$ cat src/rtl/ram_bist_pkg.sv
// rtl/ram_bist_pkg.sv - state encoding, March C- element table and background generator
package ram_bist_pkg;

  typedef enum logic [2:0] {
    IDLE,
    RUN_WR,
    RUN_RD,
    RUN_WAIT,
    FIN
  } state_t;

  localparam logic [2:0] LAST_ELEM = 3'd5;

  // One bit per element E0..E5 (bits 6/7 unused): up(w0) up(r0,w1) up(r1,w0) down(r0,w1) down(r1,w0) down(r0)
  localparam logic [7:0] EL_DOWN   = 8'b0011_1000;
  localparam logic [7:0] EL_HAS_RD = 8'b0011_1110;
  localparam logic [7:0] EL_RD_ONE = 8'b0001_0100;
  localparam logic [7:0] EL_HAS_WR = 8'b0001_1111;
  localparam logic [7:0] EL_WR_ONE = 8'b0000_1010;

  function automatic logic [255:0] alt_pattern(int width);
    logic [255:0] p;
    p = '0;
    for (int i = 0; i < width && i < 256; i += 2) p[i] = 1'b1;
    return p;
  endfunction

endpackage

$ cat src/rtl/ram_march_bist_if.sv
// rtl/ram_march_bist_if.sv - RAM pin bundle between the BIST engine and the memory
interface ram_march_bist_if #(
  parameter int DATA_W = 8,
  parameter int ADDR_W = 16
);
  logic [ADDR_W-1:0] A;
  logic [DATA_W-1:0] D_out;
  logic              D_oe;
  logic [DATA_W-1:0] D_in;
  logic              we;
  logic              re;

  modport master (output A, D_out, D_oe, we, re, input D_in);
  modport slave  (input A, D_out, D_oe, we, re, output D_in);
endinterface

$ cat src/rtl/ram_bist_addr_gen.sv
// rtl/ram_bist_addr_gen.sv - up/down address counter over 0..DEPTH-1
module ram_bist_addr_gen #(
  parameter int ADDR_W = 16,
  parameter int DEPTH  = 16
) (
  input  logic              clk,
  input  logic              rst,
  input  logic              clr,
  input  logic              step,
  input  logic              dir,
  input  logic              dir_next,
  output logic [ADDR_W-1:0] addr,
  output logic              last_addr,
  output logic              wrap
);
  localparam logic [ADDR_W-1:0] TOP = ADDR_W'(DEPTH - 1);

  assign last_addr = dir ? (addr == '0) : (addr == TOP);
  assign wrap      = step & last_addr;

  // On wrap the counter preloads the start address of the following element
  always_ff @(posedge clk) begin
    if (rst || clr)  addr <= '0;
    else if (wrap)   addr <= dir_next ? TOP : '0;
    else if (step)   addr <= dir ? addr - 1'b1 : addr + 1'b1;
  end
endmodule

$ cat src/rtl/ram_march_bist.sv
// rtl/ram_march_bist.sv - March C- BIST engine driving a single-port RAM
module ram_march_bist
  import ram_bist_pkg::*;
#(
  parameter int DATA_W       = 8,
  parameter int ADDR_W       = 16,
  parameter int DEPTH        = 16,
  parameter int RD_LAT       = 1,
  parameter int ERR_W        = 8,
  parameter int STOP_ON_FAIL = 0
) (
  input  logic              clk,
  input  logic              rst,
  input  logic              start,
  input  logic              bg_sel,
  output logic              busy,
  output logic              done,
  output logic              pass,
  output logic [ERR_W-1:0]  err_count,
  output logic [ADDR_W-1:0] fail_addr,
  output logic [DATA_W-1:0] fail_exp,
  output logic [DATA_W-1:0] fail_got,
  ram_march_bist_if.master  ram
);
  localparam int                WAIT_W    = $clog2(RD_LAT + 1);
  localparam logic [WAIT_W-1:0] LAST_WAIT = WAIT_W'(RD_LAT - 1);
  localparam logic [255:0]      ALT_FULL  = alt_pattern(DATA_W);
  localparam logic [DATA_W-1:0] ALT       = ALT_FULL[DATA_W-1:0];

  state_t            state, state_nx;
  logic [2:0]        elem, elem_nx;
  logic              bg, fin_seen;
  logic [WAIT_W-1:0] wcnt;
  logic [ADDR_W-1:0] addr;
  logic              last_addr, wrap, step, cmp, mismatch, start_ok;
  logic [DATA_W-1:0] pat, rd_exp, wr_data;

  assign elem_nx  = elem + 3'd1;
  assign start_ok = (state == IDLE) && start;

  ram_bist_addr_gen #(.ADDR_W(ADDR_W), .DEPTH(DEPTH)) u_addr (
    .clk       (clk),
    .rst       (rst),
    .clr       (start_ok),
    .step      (step),
    .dir       (EL_DOWN[elem]),
    .dir_next  (EL_DOWN[elem_nx]),
    .addr      (addr),
    .last_addr (last_addr),
    .wrap      (wrap)
  );

  assign pat      = bg ? (ALT ^ {DATA_W{addr[0]}}) : '0;
  assign rd_exp   = EL_RD_ONE[elem] ? ~pat : pat;
  assign wr_data  = EL_WR_ONE[elem] ? ~pat : pat;
  assign mismatch = (ram.D_in != rd_exp);

  // step marks the last operation of an address; it chooses the next op or element
  always_comb begin
    state_nx = state;
    step     = 1'b0;
    cmp      = 1'b0;
    case (state)
      IDLE:     if (start) state_nx = RUN_WR;
      RUN_WR:   step = 1'b1;
      RUN_RD:   state_nx = RUN_WAIT;
      RUN_WAIT: if (wcnt == LAST_WAIT) begin
        cmp = 1'b1;
        if (mismatch && STOP_ON_FAIL != 0) state_nx = FIN;
        else if (EL_HAS_WR[elem])          state_nx = RUN_WR;
        else                               step = 1'b1;
      end
      FIN:      state_nx = IDLE;
      default:  state_nx = IDLE;
    endcase
    if (step) begin
      if (!last_addr)             state_nx = EL_HAS_RD[elem] ? RUN_RD : RUN_WR;
      else if (elem == LAST_ELEM) state_nx = FIN;
      else                        state_nx = EL_HAS_RD[elem_nx] ? RUN_RD : RUN_WR;
    end
  end

  always_ff @(posedge clk) begin
    if (rst) begin
      state     <= IDLE;
      elem      <= '0;
      bg        <= 1'b0;
      wcnt      <= '0;
      err_count <= '0;
      fail_addr <= '0;
      fail_exp  <= '0;
      fail_got  <= '0;
      fin_seen  <= 1'b0;
    end else begin
      state <= state_nx;
      wcnt  <= (state == RUN_WAIT) ? wcnt + 1'b1 : '0;
      if (wrap) elem <= elem_nx;
      if (state == FIN) fin_seen <= 1'b1;
      if (start_ok) begin
        elem      <= '0;
        bg        <= bg_sel;
        err_count <= '0;
        fail_addr <= '0;
        fail_exp  <= '0;
        fail_got  <= '0;
        fin_seen  <= 1'b0;
      end
      if (cmp && mismatch) begin
        if (err_count != '1) err_count <= err_count + 1'b1;
        if (err_count == '0) begin
          fail_addr <= addr;
          fail_exp  <= rd_exp;
          fail_got  <= ram.D_in;
        end
      end
    end
  end

  assign busy      = (state == RUN_WR) || (state == RUN_RD) || (state == RUN_WAIT);
  assign done      = (state == FIN);
  assign pass      = (done || fin_seen) && (err_count == '0);
  assign ram.we    = (state == RUN_WR);
  assign ram.re    = (state == RUN_RD);
  assign ram.D_oe  = ram.we;
  assign ram.D_out = ram.we ? wr_data : '0;
  assign ram.A     = busy ? addr : '0;
endmodule

$ cat src/flat_wrapper.sv
// flat-port wrapper written by rule: the top's interface ports become plain ports
module ram_march_bist_flat import ram_bist_pkg::*;
#(
  parameter int DATA_W       = 8,
  parameter int ADDR_W       = 16,
  parameter int DEPTH        = 16,
  parameter int RD_LAT       = 1,
  parameter int ERR_W        = 8,
  parameter int STOP_ON_FAIL = 0
)
  (clk, rst, start, bg_sel, busy, done, pass, err_count, fail_addr, fail_exp, fail_got, ram_A, ram_D_out, ram_D_oe, ram_we, ram_re, ram_D_in);
  ram_march_bist_if #(.DATA_W(DATA_W), .ADDR_W(ADDR_W)) ram_i ();
  input  logic clk;
  input  logic rst;
  input  logic start;
  input  logic bg_sel;
  output logic busy;
  output logic done;
  output logic pass;
  output logic [ERR_W-1:0] err_count;
  output logic [ADDR_W-1:0] fail_addr;
  output logic [DATA_W-1:0] fail_exp;
  output logic [DATA_W-1:0] fail_got;
  output wire logic [$bits(ram_i.A)-1:0] ram_A;
  output wire logic [$bits(ram_i.D_out)-1:0] ram_D_out;
  output wire logic [$bits(ram_i.D_oe)-1:0] ram_D_oe;
  output wire logic [$bits(ram_i.we)-1:0] ram_we;
  output wire logic [$bits(ram_i.re)-1:0] ram_re;
  input wire logic [$bits(ram_i.D_in)-1:0] ram_D_in;
  assign ram_A = ram_i.A;
  assign ram_D_out = ram_i.D_out;
  assign ram_D_oe = ram_i.D_oe;
  assign ram_we = ram_i.we;
  assign ram_re = ram_i.re;
  assign ram_i.D_in = ram_D_in;
  ram_march_bist #(.DATA_W(DATA_W), .ADDR_W(ADDR_W), .DEPTH(DEPTH), .RD_LAT(RD_LAT), .ERR_W(ERR_W), .STOP_ON_FAIL(STOP_ON_FAIL)) u_core (.clk(clk), .rst(rst), .start(start), .bg_sel(bg_sel), .busy(busy), .done(done), .pass(pass), .err_count(err_count), .fail_addr(fail_addr), .fail_exp(fail_exp), .fail_got(fail_got), .ram(ram_i));
endmodule
$ cat config.mk
export PLATFORM = sky130hd
export DESIGN_NAME = ram_march_bist_flat
export DESIGN_NICKNAME = d
export VERILOG_FILES = /design/src/rtl/ram_bist_pkg.sv /design/src/rtl/ram_march_bist_if.sv /design/src/rtl/ram_bist_addr_gen.sv /design/src/rtl/ram_march_bist.sv /design/src/flat_wrapper.sv
export SDC_FILE = /design/constraint.sdc
export NUM_CORES = 1
export LEC_CHECK = 0
export CORE_AREA = 2 2 127 67
export CTS_CLUSTER_DIAMETER = 30
export DETAILED_ROUTE_END_ITERATION = 6
export DIE_AREA = 0 0 129 69
export PLACE_DENSITY_LB_ADDON = 0.05
export SLEW_MARGIN = 10
export SYNTH_ARGS = -nofsm -noshare
export SYNTH_HDL_FRONTEND = slang
export SYNTH_SLANG_ARGS = --single-unit
$ cat constraint.sdc
create_clock -name clk -period 2.8 [get_ports clk]
set_clock_uncertainty 0.05 [all_clocks]
set_input_delay 0.28 -clock clk [delete_from_list [all_inputs] [get_ports clk]]
set_output_delay 0.28 -clock clk [all_outputs]
set_load 0.01 [all_outputs]
# --- Yosys cells after proc, flatten, opt, wreduce, memory -nomap -nowiden ---
# Memories as Yosys holds them, arrays and structs flattened. A register that Yosys moved wholly into a read port is not among the register bits.
# Index checks and enable logic that the tools add are counted.
op_classes:
  addsub: 5
  bitwise_logic: 4
  reduce_logical: 14
  magnitude_cmp: 2
  eq_ne: 12
  n_mux: 53
op_table:
  columns: ["operator", "n"]
  rows:
  - ["two-way mux 16 bit", 7]
  - ["two-way mux 8 bit", 13]
  - ["two-way mux 3 bit", 16]
  - ["adder 16 x 1 -> 16 bit (second input constant)", 1]
  - ["== test 16 x 4 -> 1 bit (second input constant)", 1]
  - ["zero test 16 bit", 1]
  - ["subtractor 16 x 1 -> 16 bit (second input constant)", 1]
  - ["two-way mux 1 bit", 12]
  - ["case mux 3 bit (4 select lines)", 1]
  - ["adder 8 x 1 -> 8 bit (second input constant)", 1]
  - ["zero test 8 bit", 1]
  - ["< comparator 3 x 4 -> 1 bit (second input constant)", 2]
  - ["!= test 8 bit", 1]
  - ["!= test 8 bit (second input constant)", 1]
  - ["inverter 8 bit", 1]
  - ["== test 3 x 2 -> 1 bit (second input constant)", 2]
  - ["== test 3 bit (second input constant)", 2]
  - ["!= test 3 bit (second input constant)", 2]
  - ["logical OR 1 bit", 4]
  - ["two-way mux 2 bit", 2]
  - ["two-way mux 4 bit", 1]
  - ["inverter 4 bit", 1]
  - ["AND reduction 4 bit", 1]
  - ["OR reduction 2 bit", 2]
  - ["11 further kinds", 13]
totals:
  regBits: 65
  mem_count: 7
  output_inout_bits: 70
  romBits: 56
  input_bits: 12
  elab_cells: 107
mem_list:
  columns: ["name", "depth", "width", "read_ports", "rd_clocked_by_memory_dff", "write_ports", "line_no", "source"]
  rows:
  - ["(no name shown)", 8, 1, 1, 1, 0, "ram_march_bist.sv:46", ".dir (EL_DOWN[elem]),"]
  - ["(no name shown)", 8, 1, 1, 0, 0, "ram_march_bist.sv:79", "else state_nx = EL_HAS_RD[elem_nx] ? RUN_RD : RUN_WR;"]
  - ["(no name shown)", 8, 1, 1, 1, 0, "ram_march_bist.sv:77", "if (!last_addr) state_nx = EL_HAS_RD[elem] ? RUN_RD : RUN_WR;"]
  - ["(no name shown)", 8, 1, 1, 1, 0, "ram_march_bist.sv:54", "assign rd_exp = EL_RD_ONE[elem] ? ~pat : pat;"]
  - ["(no name shown)", 8, 1, 1, 1, 0, "ram_march_bist.sv:55", "assign wr_data = EL_WR_ONE[elem] ? ~pat : pat;"]
  - ["(no name shown)", 8, 1, 1, 0, 0, "ram_march_bist.sv:47", ".dir_next (EL_DOWN[elem_nx]),"]
  - ["1 more memories", null, null, null, null, null, null, null]

# --- Longest topological paths before layout ---
# Gate-level depths: netlist (run 1).
depth:
  word_depth: 8
  mapped_depth: 9

# --- Hierarchy ---
# From an unflattened synthesis (run 1), not the netlist that was laid out.
hier_totals:
  cells_unflattened: 497
  hier_area_um2: 3996.3
by_module_without_submodules:
  columns: ["mod", "area_each_um2", "n_inst", "seq_area_each_um2", "cells_each"]
  rows:
  - ["ram_march_bist", 2693.8, 1, 1081.0, 332]
  - ["ram_bist_addr_gen", 1302.5, 1, 320.3, 165]

# --- Worst setup path after synthesis (run 1) ---
# OpenSTA, ideal clock, no wires.
synth_path:
  kind: "register -> register"
  from: "register u_core.u_addr.dir (netlist name)"
  to: "register u_core.u_addr.addr[13]"
  path_stages_with_launch: 8
  path_slack_ns: 0.364
  period_less_slack_ns: 2.436
  arrival_ns: 2.269
  t_required_ns: 2.633
  cell_sequence: "dfxtp_1 -> ha_1 -> a21oi_1 -> o211ai_1 -> o2111ai_1 -> a21boi_0 -> or3_1 -> a32o_1"
synth_rtl:
  columns: ["item", "line_no", "source"]
  rows:
  - ["end signal: assignment", "ram_bist_addr_gen.sv:24", "else if (wrap) addr <= dir_next ? TOP : '0;"]
  - ["end signal: assignment", "ram_bist_addr_gen.sv:25", "else if (step) addr <= dir ? addr - 1'b1 : addr + 1'b1;"]
  - ["end: declaration", "ram_bist_addr_gen.sv:12", "output logic [ADDR_W-1:0] addr,"]

# --- Worst setup path in the final report (run 1) ---
layout_path:
  from: "register u_core.u_addr.addr[0]"
  to: "output port ram_D_out[1]"
layout_via:
  elab_chain_cells: 4
layout_rtl:
  columns: ["item", "line_no", "source"]
  rows:
  - ["two-way mux 8 bit *", "ram_march_bist.sv:53", "assign pat = bg ? (ALT ^ {DATA_W{addr[0]}}) : '0;"]
  - ["inverter 8 bit", "ram_march_bist.sv:55", null]
  - ["two-way mux 8 bit *", "ram_march_bist.sv:55", null]
  - ["two-way mux 8 bit *", "ram_march_bist.sv:125", "assign ram.D_out = ram.we ? wr_data : '0;"]
  - ["end: declaration", "flat_wrapper.sv:25", "output wire logic [$bits(ram_i.D_out)-1:0] ram_D_out;"]
# Every way passes the cells marked *; elsewhere a longest branch is shown, timed or not.

==> impl_metrics.prom, run 1 <==
# TYPE chip_impl_metric gauge
chip_impl_metric{name="port_buffers",unit=""} 81
chip_impl_metric{name="syn-num-nets",unit=""} 509
chip_impl_metric{name="synth-async-reset-ratio",unit="%"} 0
chip_impl_metric{name="area_growth",unit="%"} 31.1
chip_impl_metric{name="first_global_vias",unit=""} 3373
chip_impl_metric{name="regArea",unit="mm²"} 0.00140
chip_impl_metric{name="clockPowerShare",unit="%"} 48.7
chip_impl_metric{name="p_int",unit="mW"} 1.81
chip_impl_metric{name="drt_drc_violations_left",unit=""} 0
chip_impl_info{name="commonest_cells_post_synth",value="dfxtp_1 (70), a21oi_1 (59), nand2_1 (50)"} 1
chip_impl_metric{name="drt_iter0_markers",unit=""} 455
chip_impl_metric{name="initial_antenna_violation_count",unit=""} 0
chip_impl_metric{name="synthDistinctLibCells",unit=""} 63
chip_impl_metric{name="clock_sinks",unit=""} 70
chip_impl_metric{name="tightest_slew",unit="ps"} 597
chip_impl_metric{name="netSwitchingFraction",unit="%"} 25.1
chip_impl_metric{name="critPathArrivalTime",unit="ps"} 2300
chip_impl_metric{name="first_pass_iters",unit=""} 5
chip_impl_metric{name="track_usage",unit="%"} 25.5
chip_impl_metric{name="power_density_over_the_cells",unit="mW/mm²"} 472
chip_impl_metric{name="yosys_register_bits",unit=""} 70
chip_impl_metric{name="design.portCount",unit=""} 82
chip_impl_metric{name="worst_slew_margin_rel",unit="%"} 60.0
chip_impl_metric{name="final_weighted_congestion_in_routability_driven_placement",unit=""} 1.08
chip_impl_metric{name="fin_crit",unit="ps"} 2630
chip_impl_metric{name="max-cap-violations",unit=""} 0
chip_impl_metric{name="post-route-util",unit="%"} 65.5
chip_impl_metric{name="drv_slew",unit=""} 0
chip_impl_metric{name="design.core.area",unit="mm²"} 0.00780
chip_impl_info{name="status",value="complete, no violations"} 1
chip_impl_metric{name="worstPathRequired",unit="ps"} 2470
chip_impl_metric{name="core.rowCount",unit=""} 23
chip_impl_info{name="grt_setup_unrepaired",value="no"} 1
chip_impl_metric{name="share_seq_of_total_power",unit="%"} 42.3
chip_impl_metric{name="cts.path.max_buffers",unit=""} 2
chip_impl_info{name="top_post_synthesis_cells_by_area",value="dfxtp_1 (36%), a21oi_1 (7.6%), ha_1 (6.1%)"} 1
chip_impl_metric{name="initial_standard_cell_utilization_of_the_core",unit="%"} 50.0
chip_impl_info{name="synth-main-ff-cell",value="dfxtp_1"} 1
chip_impl_metric{name="cp.buffers_inverters",unit=""} 1
chip_impl_metric{name="routedWlPerCell",unit="µm"} 16.6
chip_impl_info{name="critical-path-top-delay-family",value="buffers and inverters"} 1
chip_impl_info{name="worstPathCellList",value="nand2_1 > xor2_1 > nor3_1 > clkdlybuf4s50_1"} 1
chip_impl_metric{name="cts_buffers",unit=""} 9
chip_impl_metric{name="upper_clock_frequency_limit",unit="GHz"} 0.380
chip_impl_info{name="cpMaxStageDelayCell",value="clkdlybuf4s50_1"} 1
chip_impl_info{name="cts_tree",value="yes"} 1
chip_impl_info{name="synth.largest_area_cell",value="dfxtp_1"} 1
chip_impl_metric{name="cpPeakStageDelay",unit="ps"} 640
chip_impl_metric{name="synth_largest_type_area_fraction",unit="%"} 35.9
chip_impl_metric{name="dpl.cell_count",unit=""} 655
chip_impl_metric{name="hold_viol_final",unit=""} 0
chip_impl_metric{name="post-dp-hpwl",unit="mm"} 8.35
chip_impl_metric{name="final_net_count",unit=""} 586
chip_impl_metric{name="detail-route-antenna-nets",unit=""} 0
chip_impl_metric{name="synth_warnings",unit=""} 0
chip_impl_metric{name="worstPathMaxFanout",unit=""} 10
chip_impl_metric{name="grt_remaining_overflow",unit=""} 0
chip_impl_metric{name="power_dissipated_by_switching_net_loads",unit="mW"} 0.606
chip_impl_metric{name="clk_latency",unit="ps"} 340
chip_impl_metric{name="timing.final.setup_violations",unit=""} 0
chip_impl_metric{name="die_outline_height",unit="µm"} 69
chip_impl_metric{name="diodes",unit=""} 0
chip_impl_metric{name="share_of_the_clock_period_used_by_the_worst_path",unit="%"} 94.0
chip_impl_metric{name="htree_levels",unit=""} 3
chip_impl_info{name="ctsRootBufferMaster",value="clkbuf_16"} 1
chip_impl_metric{name="grt_start_max_net_pins",unit=""} 37
chip_impl_metric{name="synthCells",unit=""} 477
chip_impl_info{name="yosys.cell_count.top_type",value="dfxtp_1"} 1
chip_impl_metric{name="floorplan.die.width",unit="µm"} 129
chip_impl_info{name="min-delay-path-class",value="reg2reg"} 1
chip_impl_metric{name="design.die.area",unit="mm²"} 0.00890
chip_impl_metric{name="post_cts_buffers",unit=""} 0
chip_impl_metric{name="instances_no_fill",unit=""} 671
chip_impl_info{name="cp-end-kind",value="output port"} 1
chip_impl_metric{name="clk_pin_slew_worst_paths",unit="ps"} 60
chip_impl_metric{name="average_size_of_a_mapped_cell",unit="µm²"} 8.17
chip_impl_metric{name="via_per_inst",unit=""} 5.77
chip_impl_metric{name="post_cts_resize_count",unit=""} 0
chip_impl_metric{name="multi_input_comb_area",unit="mm²"} 0.00230
chip_impl_metric{name="post_synth_edffs",unit=""} 0
chip_impl_metric{name="ys_seq_area_share",unit="%"} 35.9
chip_impl_metric{name="global_route_wire_length_before_repair",unit="mm"} 17.9
chip_impl_metric{name="syn_area",unit="mm²"} 0.00390
chip_impl_info{name="setup.worst_path.class",value="reg2out"} 1
chip_impl_metric{name="irDropWorstVdd",unit="V"} 0.000428
chip_impl_metric{name="fillerInstances",unit=""} 665
chip_impl_metric{name="ctsHoldBuffers",unit=""} 0
chip_impl_metric{name="final.setup.tns",unit="ps"} 0
chip_impl_metric{name="finalWirelength",unit="mm"} 11.2
chip_impl_metric{name="layout-drive-gt1-share",unit="%"} 8.77
chip_impl_metric{name="p_leak",unit="nW"} 1.86
chip_impl_metric{name="vias",unit=""} 3874
chip_impl_metric{name="combPwrFrac",unit="%"} 9.0
chip_impl_info{name="setup.worst_path.start_class",value="flip-flop"} 1
==> layout by cell type, fill, tap and decap left out, types with 7 or more instances in the layout <==
cell	count
clkbuf_16	9
buf_4	14
clkdlybuf4s50_1	81
xor2_1	7
nor2_1	24
a21oi_1	59
and2_1	22
dfxtp_1	69
inv_1	10
nor4_1	7
nand2_1	50
o21ai_0	20
nand3_1	45
xnor2_1	9
ha_1	19
==> power groups by stage <==
stage | combinational, mW | clock [mW] | sequential, mW
after floorplan | 0.132 | 0 | 1.04
after global placement | 0.212 | 0 | 1.04
after detailed placement | 0.212 | 0 | 1.04
after CTS | 0.214 | 1.18 | 1.02
after global routing | 0.232 | 1.23 | 1.02
final | 0.217 | 1.17 | 1.02
==> metal layers <==
| metal | global-route usage [%] | wire length, µm | vias up |
|---|---|---|---|
| li1 | - | - | 1876 |
| met1 | 40.9 | 5600 | 1796 |
| met2 | 33.2 | 4350 | 187 |
| met3 | 6.52 | 1080 | 15 |
| met4 | 6.04 | 117 | 0 |
| met5 | 0 | 0 | - |
==> through the flow <==
| stage | hold slack [ps] | instance area, µm² | power, mW | worst slack [ps] |
|---|---|---|---|---|
| after floorplan | 366 | 3900 | 1.17 | 364 |
| after global placement | 393 | 4800 | 1.25 | 264 |
| after detailed placement | 410 | 4800 | 1.26 | 185 |
| after CTS | 419 | 5110 | 2.42 | 132 |
| after global routing | 431 | 5110 | 2.49 | 31.6 |
| final | 416 | 5110 | 2.41 | 167 |
==> tightest hold or removal path, stage by stage, from the launching register on <==
cell and delay (ps):
dfxtp_1 310, nand3_1 60, a21oi_1 60
==> sequential cells by signal, indices dropped and copies added, names as in the netlist, named ones only <==
| register | cells |
|---|---|
| u_core.bg | 1 |
| u_core.elem | 3 |
| u_core.err_count | 8 |
| u_core.fail_addr | 16 |
| u_core.fail_exp | 8 |
| u_core.fail_got | 8 |
| u_core.fin_seen | 1 |
| u_core.state | 3 |
| u_core.u_addr.addr | 16 |
| u_core.u_addr.dir | 1 |
| u_core.wcnt | 1 |
==> final timing paths <==
path,from,to,slack [ps],depth (start not counted)
worst min register to register,u_core.fail_got[6],u_core.fail_got[6],420,2
worst max-delay path,u_core.u_addr.addr[0],ram_D_out[1],170,4
worst max register to register,u_core.u_addr.addr[0],u_core.err_count[5],230,6
worst min-delay path,u_core.fail_got[6],u_core.fail_got[6],420,2
==> logic make-up (layout without fill, tap and decap cells) <==
logic type / after synthesis / after routing / share of synthesized area, %
AND/OR/NAND/NOR: 194 / 194 / 26.0
XOR/XNOR: 16 / 16 / 3.59
flip-flops: 70 / 70 / 35.9
AO/OA/AOI/OAI: 131 / 131 / 20.6
adder cells (fa/ha/maj): 21 / 21 / 6.87
buffers and inverters: 40 / 122 / 5.01
multiplexers: 5 / 5 / 1.96
==> area by class of cell <==
type | count | share of cell area [%]
repair buffers | 95 | 17.9
multi-input cells | 367 | 45.1
flip-flops and latches | 70 | 27.4
clock buffers | 10 | 4.68
clock inverters | 6 | 1.35
inverters | 11 | 0.808
well taps | 112 | 2.74
Note: power is estimated with default switching activity, not from simulation.
==> inputs of run 2 (changes only) <==
ABC_AREA = 1   (was default)
CORE_AREA = 2 2 150 79   (was 2 2 127 67)
DIE_AREA = 0 0 152 81   (was 0 0 129 69)
SETUP_SLACK_MARGIN = 0.3   (was default)
==> impl_metrics.prom, run 2 <==
# TYPE chip_impl_metric gauge
chip_impl_info{name="status",value="complete, no violations"} 1
chip_impl_metric{name="area_growth",unit="%"} 26.8
chip_impl_metric{name="dp_worst_setup_slack",unit="ps"} 461
chip_impl_metric{name="drt_iter0_markers",unit=""} 374
chip_impl_info{name="min-delay-path-class",value="reg2reg"} 1
chip_impl_metric{name="track_usage",unit="%"} 23.4
chip_impl_metric{name="cp.buffers_inverters",unit=""} 3
chip_impl_metric{name="worstPathRequired",unit="ps"} 2470
chip_impl_metric{name="design.die.area",unit="mm²"} 0.0123
chip_impl_metric{name="p_leak",unit="nW"} 2.87
chip_impl_metric{name="initial_antenna_violation_count",unit=""} 0
chip_impl_info{name="cts_tree",value="yes"} 1
chip_impl_metric{name="irDropWorstVdd",unit="V"} 0.000250
chip_impl_info{name="path_common_cell",value="nor2_1"} 1
chip_impl_info{name="critical-path-top-delay-family",value="buffers and inverters"} 1
chip_impl_metric{name="first_pass_iters",unit=""} 6
chip_impl_metric{name="vias",unit=""} 5225
chip_impl_info{name="commonest_non_fill_non_tap_cell_in_the_layout",value="nand2_1"} 1
chip_impl_metric{name="grt_remaining_overflow",unit=""} 0
chip_impl_info{name="timing.rr.start",value="u_core.u_addr.addr[0]"} 1
chip_impl_metric{name="global_route_wire_length_before_repair",unit="mm"} 23.3
chip_impl_info{name="setup.worst_path.start_class",value="flip-flop"} 1
chip_impl_metric{name="syn-num-nets",unit=""} 828
chip_impl_metric{name="final_net_count",unit=""} 897
chip_impl_metric{name="detail-route-antenna-nets",unit=""} 0
chip_impl_metric{name="use_met2",unit="%"} 37.2
chip_impl_info{name="cp-end-kind",value="output port"} 1
chip_impl_metric{name="drt_drc_violations_left",unit=""} 0
chip_impl_metric{name="post-route-util",unit="%"} 54.4
chip_impl_metric{name="finalWorstSetupSlack",unit="ps"} 401
chip_impl_metric{name="htree_levels",unit=""} 3
chip_impl_metric{name="port_buffers",unit=""} 81
chip_impl_metric{name="critPathArrivalTime",unit="ps"} 2070
chip_impl_metric{name="floorplan.die.width",unit="µm"} 152
chip_impl_metric{name="design.core.area",unit="mm²"} 0.0112
chip_impl_metric{name="via_per_inst",unit=""} 5.12
chip_impl_metric{name="hold_viol_final",unit=""} 0
chip_impl_info{name="top_post_synthesis_cells_by_area",value="dfxtp_1 (29%), nand2_1 (20%), inv_1 (8.8%)"} 1
chip_impl_info{name="reg.largest.list",value="u_core.fail_addr: 16 flops, u_core.u_addr.addr: 16 flops"} 1
chip_impl_metric{name="worstPathMaxFanout",unit=""} 7
chip_impl_metric{name="timing.final.setup_violations",unit=""} 0
chip_impl_metric{name="grt_start_max_net_pins",unit=""} 43
chip_impl_info{name="hold_path_startpoint",value="u_core.bg"} 1
chip_impl_metric{name="power_density_over_the_cells",unit="mW/mm²"} 440
chip_impl_metric{name="cts.path.max_buffers",unit=""} 2
chip_impl_metric{name="ys_seq_area_share",unit="%"} 29.1
chip_impl_metric{name="first_global_vias",unit=""} 4762
chip_impl_metric{name="synthCells",unit=""} 796
chip_impl_metric{name="final.setup.tns",unit="ps"} 0
chip_impl_metric{name="post_synth_edffs",unit=""} 0
chip_impl_metric{name="groute.layer.met1.usage",unit="%"} 33.7
chip_impl_metric{name="hold_path_depth",unit=""} 2
chip_impl_metric{name="syn_area",unit="mm²"} 0.00482
chip_impl_metric{name="finalWirelength",unit="mm"} 14.4
chip_impl_metric{name="synth-async-reset-ratio",unit="%"} 0
chip_impl_metric{name="core.rowCount",unit=""} 28
chip_impl_metric{name="synth_warnings",unit=""} 0
chip_impl_metric{name="synth_largest_type_area_fraction",unit="%"} 29.1
chip_impl_metric{name="synthDistinctLibCells",unit=""} 32
chip_impl_metric{name="routedWlPerCell",unit="µm"} 14.1
chip_impl_metric{name="design.portCount",unit=""} 82
chip_impl_info{name="gr-max-usage-layer",value="met2"} 1
chip_impl_metric{name="yosys_register_bits",unit=""} 70
chip_impl_metric{name="upper_clock_frequency_limit",unit="GHz"} 0.417
chip_impl_metric{name="die_outline_height",unit="µm"} 81
chip_impl_metric{name="clock_sinks",unit=""} 70
chip_impl_info{name="worstReg2RegEnd",value="u_core.err_count[4]"} 1
chip_impl_metric{name="fin_crit",unit="ps"} 2400
chip_impl_info{name="setup.worst_path.class",value="reg2out"} 1
chip_impl_metric{name="initial_standard_cell_utilization_of_the_core",unit="%"} 42.9
chip_impl_metric{name="worst-r2r-setup-slack",unit="ps"} 620
chip_impl_metric{name="cts_buffers",unit=""} 9
chip_impl_metric{name="clk_pin_slew_worst_paths",unit="ps"} 60
chip_impl_metric{name="layout-drive-gt1-share",unit="%"} 5.52
chip_impl_info{name="yosys.cell_count.top_type",value="nand2_1"} 1
chip_impl_info{name="ctsRootBufferMaster",value="clkbuf_16"} 1
chip_impl_info{name="worstPathCellList",value="nor2_1 > nor2_2 > clkinvlp_4 > buf_12 > nor2_1 > clkdlybuf4s50_1"} 1
chip_impl_info{name="grt_setup_unrepaired",value="yes"} 1
chip_impl_metric{name="post-dp-hpwl",unit="mm"} 10.5
chip_impl_info{name="worstHoldEndpoint",value="u_core.bg"} 1
chip_impl_metric{name="worst-r2r-cell-count",unit=""} 9
chip_impl_metric{name="average_size_of_a_mapped_cell",unit="µm²"} 6.06
chip_impl_metric{name="final_weighted_congestion_in_routability_driven_placement",unit=""} 0.863
chip_impl_info{name="synth-main-ff-cell",value="dfxtp_1"} 1
chip_impl_metric{name="cpPeakStageDelay",unit="ps"} 570
chip_impl_metric{name="tightest_slew",unit="ps"} 638
chip_impl_metric{name="cp_num_cells",unit=""} 6
chip_impl_metric{name="worst_slew_margin_rel",unit="%"} 57.4
chip_impl_metric{name="clk_latency",unit="ps"} 330
chip_impl_metric{name="drv_slew",unit=""} 0
chip_impl_info{name="commonest_cells_post_synth",value="nand2_1 (252), inv_1 (113), nand3_1 (73)"} 1
chip_impl_info{name="synth.largest_area_cell",value="dfxtp_1"} 1
chip_impl_info{name="cpMaxStageDelayCell",value="clkdlybuf4s50_1"} 1
chip_impl_metric{name="fillerInstances",unit=""} 1133
chip_impl_metric{name="diodes",unit=""} 0
chip_impl_metric{name="share_of_the_clock_period_used_by_the_worst_path",unit="%"} 85.7
chip_impl_info{name="layout.cells.most_common_list",value="nand2_1 (252), inv_1 (112), clkdlybuf4s50_1 (81), nand3_1 (73), dfxtp_1 (69)"} 1
chip_impl_metric{name="max-cap-violations",unit=""} 0
chip_impl_metric{name="global_route.usage.met3",unit="%"} 4.54
[run 2: power by group]
group | total [mW] | leakage [nW] | internal (mW) | switching [mW]
clock | 1.28 | 0.166 | 0.852 | 0.427
combinational | 0.386 | 2.14 | 0.136 | 0.251
sequential | 1.02 | 0.565 | 1.01 | 0.0146
total | 2.69 | 2.87 | 2.00 | 0.692
[run 2: worst max path at each step]
stage / startpoint / end / slack, ps
6_report: u_core.state[0] / ram_A[9] / 400
2_1_floorplan: u_core.u_addr.dir / u_core.u_addr.addr[5] / 820
3_5_place_dp: ram_D_in[7] / u_core.fail_exp[4] / 460
3_3_place_gp: u_core.u_addr.dir / u_core.u_addr.addr[15] / 480
4_1_cts: u_core.state[0] / ram_A[9] / 320
5_1_grt: u_core.state[0] / ram_A[9] / 270
[run 2: layout make-up]
class                   count  area, µm²  area share (%)
repair buffers             96        961            15.7
clock inverters             3       65.1            1.06
multi-input cells         571       2780            45.5
inverters                 117        443            7.25
well taps                 150        188            3.07
clock buffers              13        270            4.42
flip-flops and latches     70       1400            22.9
[run 2: cells by family after synthesis]
| family | share of synthesized area, % |
|---|---|
| flip-flops | 29.1 |
| AO/OA/AOI/OAI | 12.8 |
| AND/OR/NAND/NOR | 36.8 |
| adder cells (fa/ha/maj) | 5.35 |
| XOR/XNOR | 2.18 |
| buffers and inverters | 13.8 |
[run 2: layer usage]
| metal | wire (µm) | part of all wire [%] |
|---|---|---|
| met1 | 7290 | 51 |
| met2 | 6010 | 42 |
| met3 | 1050 | 7.3 |
| met4 | 63 | 0.44 |
| met5 | 0 | 0 |
[run 2: stage by stage]
| stage | hold slack, ps | area (µm²) | cells | power, mW |
|---|---|---|---|---|
| after CTS | 426 | 6090 | 1020 | 2.70 |
| after floorplan | 377 | 4820 | 796 | 1.26 |
| after global routing | 461 | 6110 | 1020 | 2.79 |
| final | 424 | 6110 | 1020 | 2.69 |
| after detailed placement | 416 | 5720 | 1002 | 1.40 |
| after global placement | 408 | 5720 | 1002 | 1.39 |
[run 2: what timing repair did]
action	CTS	global route
setup endpoints to repair	1	28
hold buffers	0	0
buffers inserted	2	0
gates resized for setup	1	6
[run 2: worst register-to-register path: cells and delay by family (launching register included)]
kind | cells | cell delay [ps]
compound gates | 1 | 160
xor+xnor | 1 | 210
buf+inv | 2 | 170
flops | 1 | 490
simple gates | 5 | 1010
==> inputs of run 3 (changes only) <==
clock period = 2.79 ns   (was 2.8 ns; I/O delays follow)
==> impl_metrics.prom, run 3 (same netlist as run 2, synthesis figures left out) <==
# TYPE chip_impl_metric gauge
chip_impl_metric{name="final_net_count",unit=""} 897
chip_impl_metric{name="p_leak",unit="nW"} 2.84
chip_impl_metric{name="initial_antenna_violation_count",unit=""} 0
chip_impl_metric{name="upper_clock_frequency_limit",unit="GHz"} 0.419
chip_impl_metric{name="critPathArrivalTime",unit="ps"} 2060
chip_impl_info{name="min-delay-path-class",value="reg2reg"} 1
chip_impl_metric{name="grt_start_max_net_pins",unit=""} 43
chip_impl_metric{name="htree_levels",unit=""} 3
chip_impl_info{name="reg.largest.list",value="u_core.fail_addr: 16 flops, u_core.u_addr.addr: 16 flops"} 1
chip_impl_metric{name="timing.final.setup_violations",unit=""} 0
chip_impl_metric{name="design.core.area",unit="mm²"} 0.0112
chip_impl_metric{name="cts_buffers",unit=""} 9
chip_impl_metric{name="initial_standard_cell_utilization_of_the_core",unit="%"} 42.9
chip_impl_metric{name="global_route_wire_length_before_repair",unit="mm"} 22.5
chip_impl_info{name="layout.cells.most_common_list",value="nand2_1 (252), inv_1 (112), clkdlybuf4s50_1 (81), nand3_1 (73), dfxtp_1 (69)"} 1
chip_impl_metric{name="final.setup.tns",unit="ps"} 0
chip_impl_metric{name="drv_slew",unit=""} 0
chip_impl_metric{name="routedWlPerCell",unit="µm"} 13.8
chip_impl_metric{name="design.die.area",unit="mm²"} 0.0123
chip_impl_metric{name="cp.buffers_inverters",unit=""} 3
chip_impl_metric{name="clk_pin_slew_worst_paths",unit="ps"} 60
chip_impl_metric{name="worst-r2r-setup-slack",unit="ps"} 540
chip_impl_metric{name="finalWirelength",unit="mm"} 14.0
chip_impl_metric{name="drt_iter0_markers",unit=""} 330
chip_impl_metric{name="track_usage",unit="%"} 22.5
chip_impl_metric{name="tightest_slew",unit="ps"} 662
chip_impl_info{name="setup.worst_path.start_class",value="flip-flop"} 1
chip_impl_metric{name="worstPathRequired",unit="ps"} 2460
chip_impl_metric{name="final_weighted_congestion_in_routability_driven_placement",unit=""} 0.865
chip_impl_metric{name="power_density_over_the_cells",unit="mW/mm²"} 420
chip_impl_metric{name="vias",unit=""} 5179
chip_impl_info{name="cpMaxStageDelayCell",value="clkdlybuf4s50_1"} 1
chip_impl_metric{name="first_pass_iters",unit=""} 5
chip_impl_metric{name="layout-drive-gt1-share",unit="%"} 5.52
chip_impl_metric{name="grt_remaining_overflow",unit=""} 0
chip_impl_info{name="status",value="complete, no violations"} 1
chip_impl_metric{name="port_buffers",unit=""} 81
chip_impl_metric{name="core.rowCount",unit=""} 28
chip_impl_metric{name="design.portCount",unit=""} 82
chip_impl_metric{name="cpPeakStageDelay",unit="ps"} 560
chip_impl_metric{name="clk_latency",unit="ps"} 330
chip_impl_metric{name="detail-route-antenna-nets",unit=""} 0
chip_impl_metric{name="diodes",unit=""} 0
chip_impl_metric{name="clock_sinks",unit=""} 70
chip_impl_info{name="critical-path-top-delay-family",value="buffers and inverters"} 1
chip_impl_metric{name="dp_worst_setup_slack",unit="ps"} 476
chip_impl_metric{name="fin_crit",unit="ps"} 2390
chip_impl_metric{name="fillerInstances",unit=""} 1114
chip_impl_info{name="grt_setup_unrepaired",value="no"} 1
chip_impl_metric{name="max-cap-violations",unit=""} 0
chip_impl_metric{name="hold_viol_final",unit=""} 0
chip_impl_metric{name="worstPathMaxFanout",unit=""} 16
chip_impl_metric{name="area_growth",unit="%"} 25.4
chip_impl_metric{name="finalWorstSetupSlack",unit="ps"} 404
chip_impl_metric{name="via_per_inst",unit=""} 5.08
chip_impl_metric{name="irDropWorstVdd",unit="V"} 0.000299
chip_impl_metric{name="cts.path.max_buffers",unit=""} 2
chip_impl_info{name="setup.worst_path.class",value="reg2out"} 1
chip_impl_info{name="commonest_non_fill_non_tap_cell_in_the_layout",value="nand2_1"} 1
chip_impl_metric{name="drt_drc_violations_left",unit=""} 0
chip_impl_metric{name="die_outline_height",unit="µm"} 81
chip_impl_metric{name="post-dp-hpwl",unit="mm"} 10.3
chip_impl_info{name="worstPathCellList",value="nor2_1 > nor2_2 > clkinvlp_4 > buf_12 > nor2_1 > clkdlybuf4s50_1"} 1
chip_impl_info{name="cts_tree",value="yes"} 1
chip_impl_info{name="path_common_cell",value="nor2_1"} 1
chip_impl_metric{name="first_global_vias",unit=""} 4616
chip_impl_metric{name="ctsHoldBuffers",unit=""} 0
chip_impl_metric{name="floorplan.die.width",unit="µm"} 152
chip_impl_info{name="cp-end-kind",value="output port"} 1
chip_impl_metric{name="share_of_the_clock_period_used_by_the_worst_path",unit="%"} 85.5
chip_impl_info{name="ctsRootBufferMaster",value="clkbuf_16"} 1
chip_impl_metric{name="worst_slew_margin_rel",unit="%"} 55.8
run 3: cell types whose count changed in the layout (fill, tap and decap cells not counted), sizes merged:
| cell | change |
|---|---|
| clkinv | +3 |
| clkbuf | -3 |
| bufinv | -1 |
run 3: per-stage QoR:
| stage | total power [mW] | instances | hold slack (ps) | util [%] | instance area [µm²] |
|---|---|---|---|---|---|
| 3_3_place_gp | 1.40 | 1003 | 407 | 50.8 | 5720 |
| 3_5_place_dp | 1.40 | 1003 | 410 | 50.8 | 5720 |
| 5_1_grt | 2.64 | 1019 | 441 | 53.7 | 6040 |
| 2_1_floorplan | 1.27 | 796 | 377 | - | 4820 |
| 4_1_cts | 2.53 | 1018 | 420 | 53.4 | 6010 |
| 6_report | 2.54 | 1019 | 420 | 53.7 | 6040 |
run 3: cell type report:
class	count	area (µm²)	area share [%]
clock buffer	10	239	3.95
tap	150	188	3.10
timing repair buffer	96	948	15.7
clock inverter	5	50.0	0.828
inverter	117	443	7.33
sequential	70	1400	23.2
multi-input combinational	571	2770	45.9
run 3: worst paths after layout:
check / from / end / cells after the start
worst min register to register: u_core.bg / u_core.bg / 2
worst max register to register: u_core.u_addr.addr[0] / u_core.err_count[7] / 9
worst min-delay path: u_core.bg / u_core.bg / 2
worst max-delay path: u_core.state[0] / ram_A[9] / 6
run 3: repair_timing:
action | 4_1_cts | 5_1_grt
setup buffers | 0 | 1
gates resized for setup | 0 | 6
endpoints found under the setup margin | 0 | 23
run 3: worst register-to-register path: cells and delay by family, from the launching register on:
family	cells	cell delay, ps
simple gates	5	1090
xor+xnor	1	210
flops	1	500
compound gates	1	160
buf+inv	2	180
run 3: report_power, final:
part / switching [mW] / internal (mW)
Combinational: 0.243 / 0.131
Sequential: 0.0144 / 1.01
Clock: 0.434 / 0.705
run 3: routing by layer:
metal	up-vias	GRT usage, %	part of all wire (%)
met5	-	0	0
met4	0	4.49	0.90
met3	14	4.48	5.2
met2	135	34.8	41
met1	2375	32.6	52
li1	2655	-	-
